==> config.mk <==
export PLATFORM = sky130hd
export DESIGN_NAME = coin_score_keeper
export DESIGN_NICKNAME = d
export VERILOG_FILES = /design/src/rtl/coin_score_keeper_pkg.sv /design/src/rtl/coin_score_keeper_seg7_decode.sv /design/src/rtl/coin_score_keeper.sv
export SDC_FILE = /design/constraint.sdc
export NUM_CORES = 1
export LEC_CHECK = 0
export BUFFER_PORTS_ARGS = -buffer_cell sky130_fd_sc_hd__buf_2
export CAP_MARGIN = 20
export CORE_UTILIZATION = 60
export CTS_CLUSTER_SIZE = 30
export DETAILED_ROUTE_END_ITERATION = 8
export GPL_ROUTABILITY_DRIVEN = 0
export PLACE_DENSITY = 0.83
export SLEW_MARGIN = 10
export SYNTH_ARGS = -nofsm -noshare
export SYNTH_HDL_FRONTEND = slang
export SYNTH_SLANG_ARGS = --single-unit
==> constraint.sdc <==
create_clock -name clk -period 2.59 [get_ports clk]
set_clock_uncertainty 0.15 [all_clocks]
set_input_delay 0.518 -clock clk [delete_from_list [all_inputs] [get_ports clk]]
set_output_delay 0.518 -clock clk [all_outputs]
set_load 0.1 [all_outputs]
==> src/rtl/coin_score_keeper_pkg.sv <==
// Shared types and constants for the coin score keeper: FSM states, BCD layout
// and the 7-segment glyphs that are not plain digits.
package coin_score_keeper_pkg;

    typedef enum logic {
        ST_PLAY = 1'b0,
        ST_WIN  = 1'b1
    } state_t;

    localparam int BCD_W      = 4;
    localparam int NUM_DIGITS = 3;

    // Segment order {g,f,e,d,c,b,a}, active-low.
    localparam logic [6:0] SEG_BLANK = 7'h7F;
    localparam logic [6:0] SEG_C     = 7'h46;

endpackage

==> src/rtl/coin_score_keeper_seg7_decode.sv <==
// BCD digit to active-low 7-segment pattern; non-decimal codes and the blank
// flag both produce a dark digit.
module coin_score_keeper_seg7_decode
    import coin_score_keeper_pkg::*;
(
    input  logic [BCD_W-1:0] digit,
    input  logic             blank,
    output logic [6:0]       seg
);

    always_comb begin
        seg = SEG_BLANK;
        if (!blank) begin
            case (digit)
                4'd0:    seg = 7'h40;
                4'd1:    seg = 7'h79;
                4'd2:    seg = 7'h24;
                4'd3:    seg = 7'h30;
                4'd4:    seg = 7'h19;
                4'd5:    seg = 7'h12;
                4'd6:    seg = 7'h02;
                4'd7:    seg = 7'h78;
                4'd8:    seg = 7'h00;
                4'd9:    seg = 7'h10;
                default: seg = SEG_BLANK;
            endcase
        end
    end

endmodule

==> src/rtl/coin_score_keeper.sv <==
// Coin score keeper: 3-digit BCD score, PLAY/WIN state machine and a
// multiplexed 4-digit 7-segment display that blinks while the game is won.
module coin_score_keeper
    import coin_score_keeper_pkg::*;
#(
    parameter logic [11:0] WIN_COUNT = 12'h010,
    parameter logic [15:0] SCAN_DIV  = 16'd25000,
    parameter logic [23:0] BLINK_DIV = 24'd6250000
) (
    input  logic        clk,
    input  logic        rst_n,
    input  logic        reach_coin,
    input  logic        clear,
    output logic [11:0] score_bcd,
    output logic        win,
    output logic        win_pulse,
    output logic [6:0]  seg,
    output logic [3:0]  an
);

    localparam int SCORE_W = NUM_DIGITS * BCD_W;

    state_t             state_reg, state_next;
    logic [SCORE_W-1:0] score_reg, score_next;
    logic               win_pulse_reg, win_pulse_next;

    // Single-cycle ripple incrementer; carry[NUM_DIGITS] means the score is all nines.
    logic [SCORE_W-1:0]  score_inc;
    logic [NUM_DIGITS:0] carry;

    assign carry[0] = 1'b1;

    generate
        for (genvar gi = 0; gi < NUM_DIGITS; gi++) begin : g_bcd_inc
            logic [BCD_W-1:0] cur_digit;
            logic             is_nine;

            assign cur_digit      = score_reg[gi*BCD_W +: BCD_W];
            assign is_nine        = (cur_digit == 4'd9);
            assign carry[gi+1]    = carry[gi] & is_nine;
            assign score_inc[gi*BCD_W +: BCD_W] =
                !carry[gi] ? cur_digit : (is_nine ? 4'd0 : cur_digit + 4'd1);
        end
    endgenerate

    always_comb begin
        state_next     = state_reg;
        score_next     = score_reg;
        win_pulse_next = 1'b0;
        if (clear) begin
            state_next = ST_PLAY;
            score_next = '0;
        end else begin
            case (state_reg)
                ST_PLAY: begin
                    if (reach_coin && !carry[NUM_DIGITS]) begin
                        score_next = score_inc;
                        if (score_inc == WIN_COUNT) begin
                            state_next     = ST_WIN;
                            win_pulse_next = 1'b1;
                        end
                    end
                end
                default: ;
            endcase
        end
    end

    always_ff @(posedge clk or negedge rst_n) begin
        if (!rst_n) begin
            state_reg     <= ST_PLAY;
            score_reg     <= '0;
            win_pulse_reg <= 1'b0;
        end else begin
            state_reg     <= state_next;
            score_reg     <= score_next;
            win_pulse_reg <= win_pulse_next;
        end
    end

    logic [15:0] scan_cnt_reg, scan_cnt_next;
    logic [1:0]  digit_idx_reg, digit_idx_next;
    logic [23:0] blink_cnt_reg, blink_cnt_next;
    logic        blink_off_reg, blink_off_next;

    always_comb begin
        scan_cnt_next  = scan_cnt_reg + 16'd1;
        digit_idx_next = digit_idx_reg;
        if (scan_cnt_reg == SCAN_DIV - 16'd1) begin
            scan_cnt_next  = '0;
            digit_idx_next = digit_idx_reg + 2'd1;
        end
    end

    // Blink timing is held at its start point whenever the game is not won.
    always_comb begin
        blink_cnt_next = blink_cnt_reg + 24'd1;
        blink_off_next = blink_off_reg;
        if (state_reg != ST_WIN) begin
            blink_cnt_next = '0;
            blink_off_next = 1'b0;
        end else if (blink_cnt_reg == BLINK_DIV - 24'd1) begin
            blink_cnt_next = '0;
            blink_off_next = ~blink_off_reg;
        end
    end

    logic [BCD_W-1:0] mux_digit;
    logic             mux_blank;
    logic [6:0]       dec_seg;
    logic             hundreds_zero, tens_zero;
    logic [6:0]       seg_reg, seg_next;
    logic [3:0]       an_reg, an_next;

    assign hundreds_zero = (score_reg[11:8] == 4'd0);
    assign tens_zero     = (score_reg[7:4] == 4'd0);

    always_comb begin
        mux_digit = score_reg[3:0];
        mux_blank = 1'b0;
        case (digit_idx_reg)
            2'd0: mux_digit = score_reg[3:0];
            2'd1: begin
                mux_digit = score_reg[7:4];
                mux_blank = hundreds_zero && tens_zero;
            end
            2'd2: begin
                mux_digit = score_reg[11:8];
                mux_blank = hundreds_zero;
            end
            default: mux_blank = 1'b1;
        endcase
    end

    coin_score_keeper_seg7_decode u_seg7_decode (
        .digit (mux_digit),
        .blank (mux_blank),
        .seg   (dec_seg)
    );

    // an and seg are registered together so a digit never shows its neighbour's pattern.
    always_comb begin
        seg_next = dec_seg;
        if (digit_idx_reg == 2'd3) begin
            seg_next = (state_reg == ST_WIN) ? SEG_C : SEG_BLANK;
        end
        an_next = ~(4'b0001 << digit_idx_reg);
        if (state_reg == ST_WIN && blink_off_reg) begin
            an_next = 4'b1111;
        end
    end

    always_ff @(posedge clk or negedge rst_n) begin
        if (!rst_n) begin
            scan_cnt_reg  <= '0;
            digit_idx_reg <= '0;
            blink_cnt_reg <= '0;
            blink_off_reg <= 1'b0;
            seg_reg       <= SEG_BLANK;
            an_reg        <= 4'b1111;
        end else begin
            scan_cnt_reg  <= scan_cnt_next;
            digit_idx_reg <= digit_idx_next;
            blink_cnt_reg <= blink_cnt_next;
            blink_off_reg <= blink_off_next;
            seg_reg       <= seg_next;
            an_reg        <= an_next;
        end
    end

    assign score_bcd = score_reg;
    assign win       = (state_reg == ST_WIN);
    assign win_pulse = win_pulse_reg;
    assign seg       = seg_reg;
    assign an        = an_reg;

endmodule

==> run_results.csv <==
group,metric,value,unit
run_status,status,"complete, no violations",
global_route,grt_overflow_total,0,
worst_setup_path,worstSetupStartpointType,"flop",
placed_design,dp_hpwl,4990,um
power,irDropWorstVdd,0.298,mV
timing,fmax,0.414,GHz
synthesis,yosysTopAreaCell,"dfrtp_1",
floorplanning,fp.dieW,78.8,um
finish,largest_reg_flops,24,
timing,fin_crit_sh,0.932,
timing,final_max_slew_viol_count,0,
global_route,grt_pass1_wl,12200,um
power,powerDensity,514,nW/um^2
synthesis,muxShareOfSynthArea,0.0307,
clocking,postCtsResizedCells,0,
synthesis,yosysWarnings,0,
synthesis,synth-xor-area-share,0.106,
finish,drive_gt1_frac,0.180,
placed_design,pre_cts_ws,207,ps
synthesis,synth_fa_ha_area_frac,0.0389,
synthesis,ys_types,50,
power,total_power,2.03,mW
global_route,grtUsageTotal,0.255,
timing,rsz0062_at_grt,"false",
synthesis,synth_area_per_cell,9.86,sq um
worst_setup_path,required,2680,ps
synthesis,syn_nets,374,
global_route,grt_pass1_vias,2755,
finish,utilization,0.704,
worst_setup_path,critPathKind,"flop to flop",
finish,antenna_cells,0,
finish,fin_nets,409,
floorplanning,rows,27,
floorplanning,initial_utilization,0.631,
timing,period_minus_slack,2410,ps
hold_path,hold_path.class,"input port to asynchronous set/reset pin",
global_route,grt_max_degree,46,
timing,slew_headroom,0.610,
timing,finalSetupViolCount,0,
finish,area_growth,11.5,%
timing,timing.setup.tns,0,ps
floorplanning,core,5610,sq um
clocking,htree_levels,3,
synthesis,synth_edf_count,0,
synthesis,synth_simple_gate_area_frac,0.247,
route,detail-route-antenna-nets,0,
clocking,path_clk_slew,70,ps
synthesis,ys_top_cells_by_area,"dfrtp_1 (40%), dfstp_2 (8.2%), xor2_1 (6.2%)",
clocking,post-cts-setup-buffers,0,
placed_design,dpl_cell_area,3780,sq um
timing,worst_pin_slew,585,ps
synthesis,syn_inst,359,
clocking,cts_tree,"done",
job,max_cap_viol_count,0,
worst_setup_path,worstPathArrival,2510,ps
worst_setup_path,critPathMaxFanout,5,
synthesis,ys_ff_latch,68,
timing,hold_viol,0,
worst_setup_path,crit_path_start,"digit_idx_reg[0]",
route,initialDrtViolationCount,109,
synthesis,synthesis.area,3540,sq um
synthesis,async_flop_share,1.00,
route,dr.pass1.iters,5,
synthesis,ys.flop_type,"dfrtp_1",
timing,finalWorstSetupSlack,176,ps
synthesis,synth-compound-area-share,0.0625,
clocking,ctsRootBufferMaster,"clkbuf_8",
floorplanning,die_h,78.8,um
global_route,antenna_found_initial,0,
finish,design_area,3950,sq um
clocking,numCtsBuffers,9,
synthesis,synth_top_area_share,0.403,
synthesis,seq_area_frac_synth,0.484,
route,viasPerCell,5.74,
clocking,clockBufferDepth,2,
worst_setup_path,reg2reg_from,"digit_idx_reg[0]",
route,vias,2702,
clocking,cts.sinks,68,
placed_design,io_buffers,28,
route,drc,0,
route,drt_wl_total,6920,um
power,total_leakage_power,1.77,nW
clocking,clk_latency,330,ps
clocking,postCtsHoldBufs,0,
synthesis,synth_top_family_by_area,"simple AND/OR/NAND/NOR gates",
worst_setup_path,cp-end-kind,"flop",
floorplanning,die_area,6210,sq um
floorplanning,ios,29,
route,wire_per_inst,14.7,um
worst max-delay path: stages, from the launching register on:
cell and delay (ps):
dfrtp_1 390, inv_1 100, ha_1 490, mux2i_1 460, inv_1 120, ha_1 220, mux2_2 260, nand2_1 70
a21oi_1 70
synthesized netlist by cell type, types with 3 or more instances:
library cell	number
nor3_1	6
ha_1	11
nand3_1	19
nand4_1	12
xor2_1	25
inv_1	10
mux2i_1	5
and4_1	3
buf_2	7
nor4b_1	3
dfstp_2	11
nand2_1	35
nor2_1	56
dfrtp_1	57
o21ai_0	6
a22o_1	5
nor2b_1	6
xnor2_1	18
and3_1	10
buf_4	3
a21oi_1	13
clkbuf_1	3
cells by family (layout without fill, tap and decap cells):
family | Yosys count | count (layout)
and+or+nand+nor | 171 | 171
DFF | 68 | 68
xor gates and xnor gates | 43 | 43
AOI/OAI and AO/OA | 34 | 34
buffers and inverters | 23 | 63
adders and majority gates | 11 | 11
muxes | 9 | 9
power by group:
| part | leakage (nW) | internal, mW | switching, mW |
|---|---|---|---|
| Clock | 0.0872 | 0.370 | 0.368 |
| Combinational | 0.785 | 0.0381 | 0.160 |
| Sequential | 0.894 | 1.08 | 0.00960 |
| Total | 1.77 | 1.49 | 0.538 |
cells in the final DEF (no fill, tap or decap), types with 2 or more instances in the layout:
master,n
and2_1,2
ha_1,11
mux2_2,2
nor2_1,56
dfrtp_1,56
and4_1,3
or4_1,2
or3_1,2
nor2b_1,6
nor3_1,6
o21ai_0,6
xnor2_1,18
nor4b_1,3
buf_4,8
a21oi_1,13
nand3_1,19
nor3b_1,2
and3_1,10
clkbuf_8,10
clkinv_2,3
dfstp_2,11
clkbuf_1,3
xor2_1,25
nand2_1,35
a22o_1,5
nand2b_1,2
mux2i_1,5
inv_1,10
buf_2,28
nand4_1,12
nor3_2,2
path summary, 6_finish.rpt:
path / slack, ps / cells past startpoint / end
worst max-delay path: 180 / 8 / seg[3]
worst min-delay path: 30 / 1 / blink_cnt_reg[7]
worst max register to register: 180 / 8 / seg[3]
worst min register to register: 330 / 1 / scan_cnt_reg[0]
max in group asynchronous: 1570 / 2 / seg[0]
min in group clk: 330 / 1 / scan_cnt_reg[0]
per-stage QoR:
step | std cells | hold slack [ps]
after detailed placement | 455 | 319
after CTS | 471 | 41.5
after floorplan | 359 | 72.4
after global placement | 455 | 313
after global routing | 471 | 75.6
final | 471 | 32.5
per-layer routing:
layer	GRT usage	vias up	share of wire
met5	0	-	0
met4	0.131	0	0.026
met3	0.0414	22	0.039
met2	0.426	77	0.48
met1	0.321	1305	0.45
li1	-	1298	-
area by class of cell:
type	count	area, sq um
Multi-Input combinational cell	268	1720
Inverter	10	37.5
Clock inverter	3	15.0
Timing Repair Buffer	37	220
Fill cell	443	1660
Sequential cell	68	1720
Tap cell	72	90.1
Clock buffer	13	149
No activity file was read; power rests on OpenSTA's default activity.
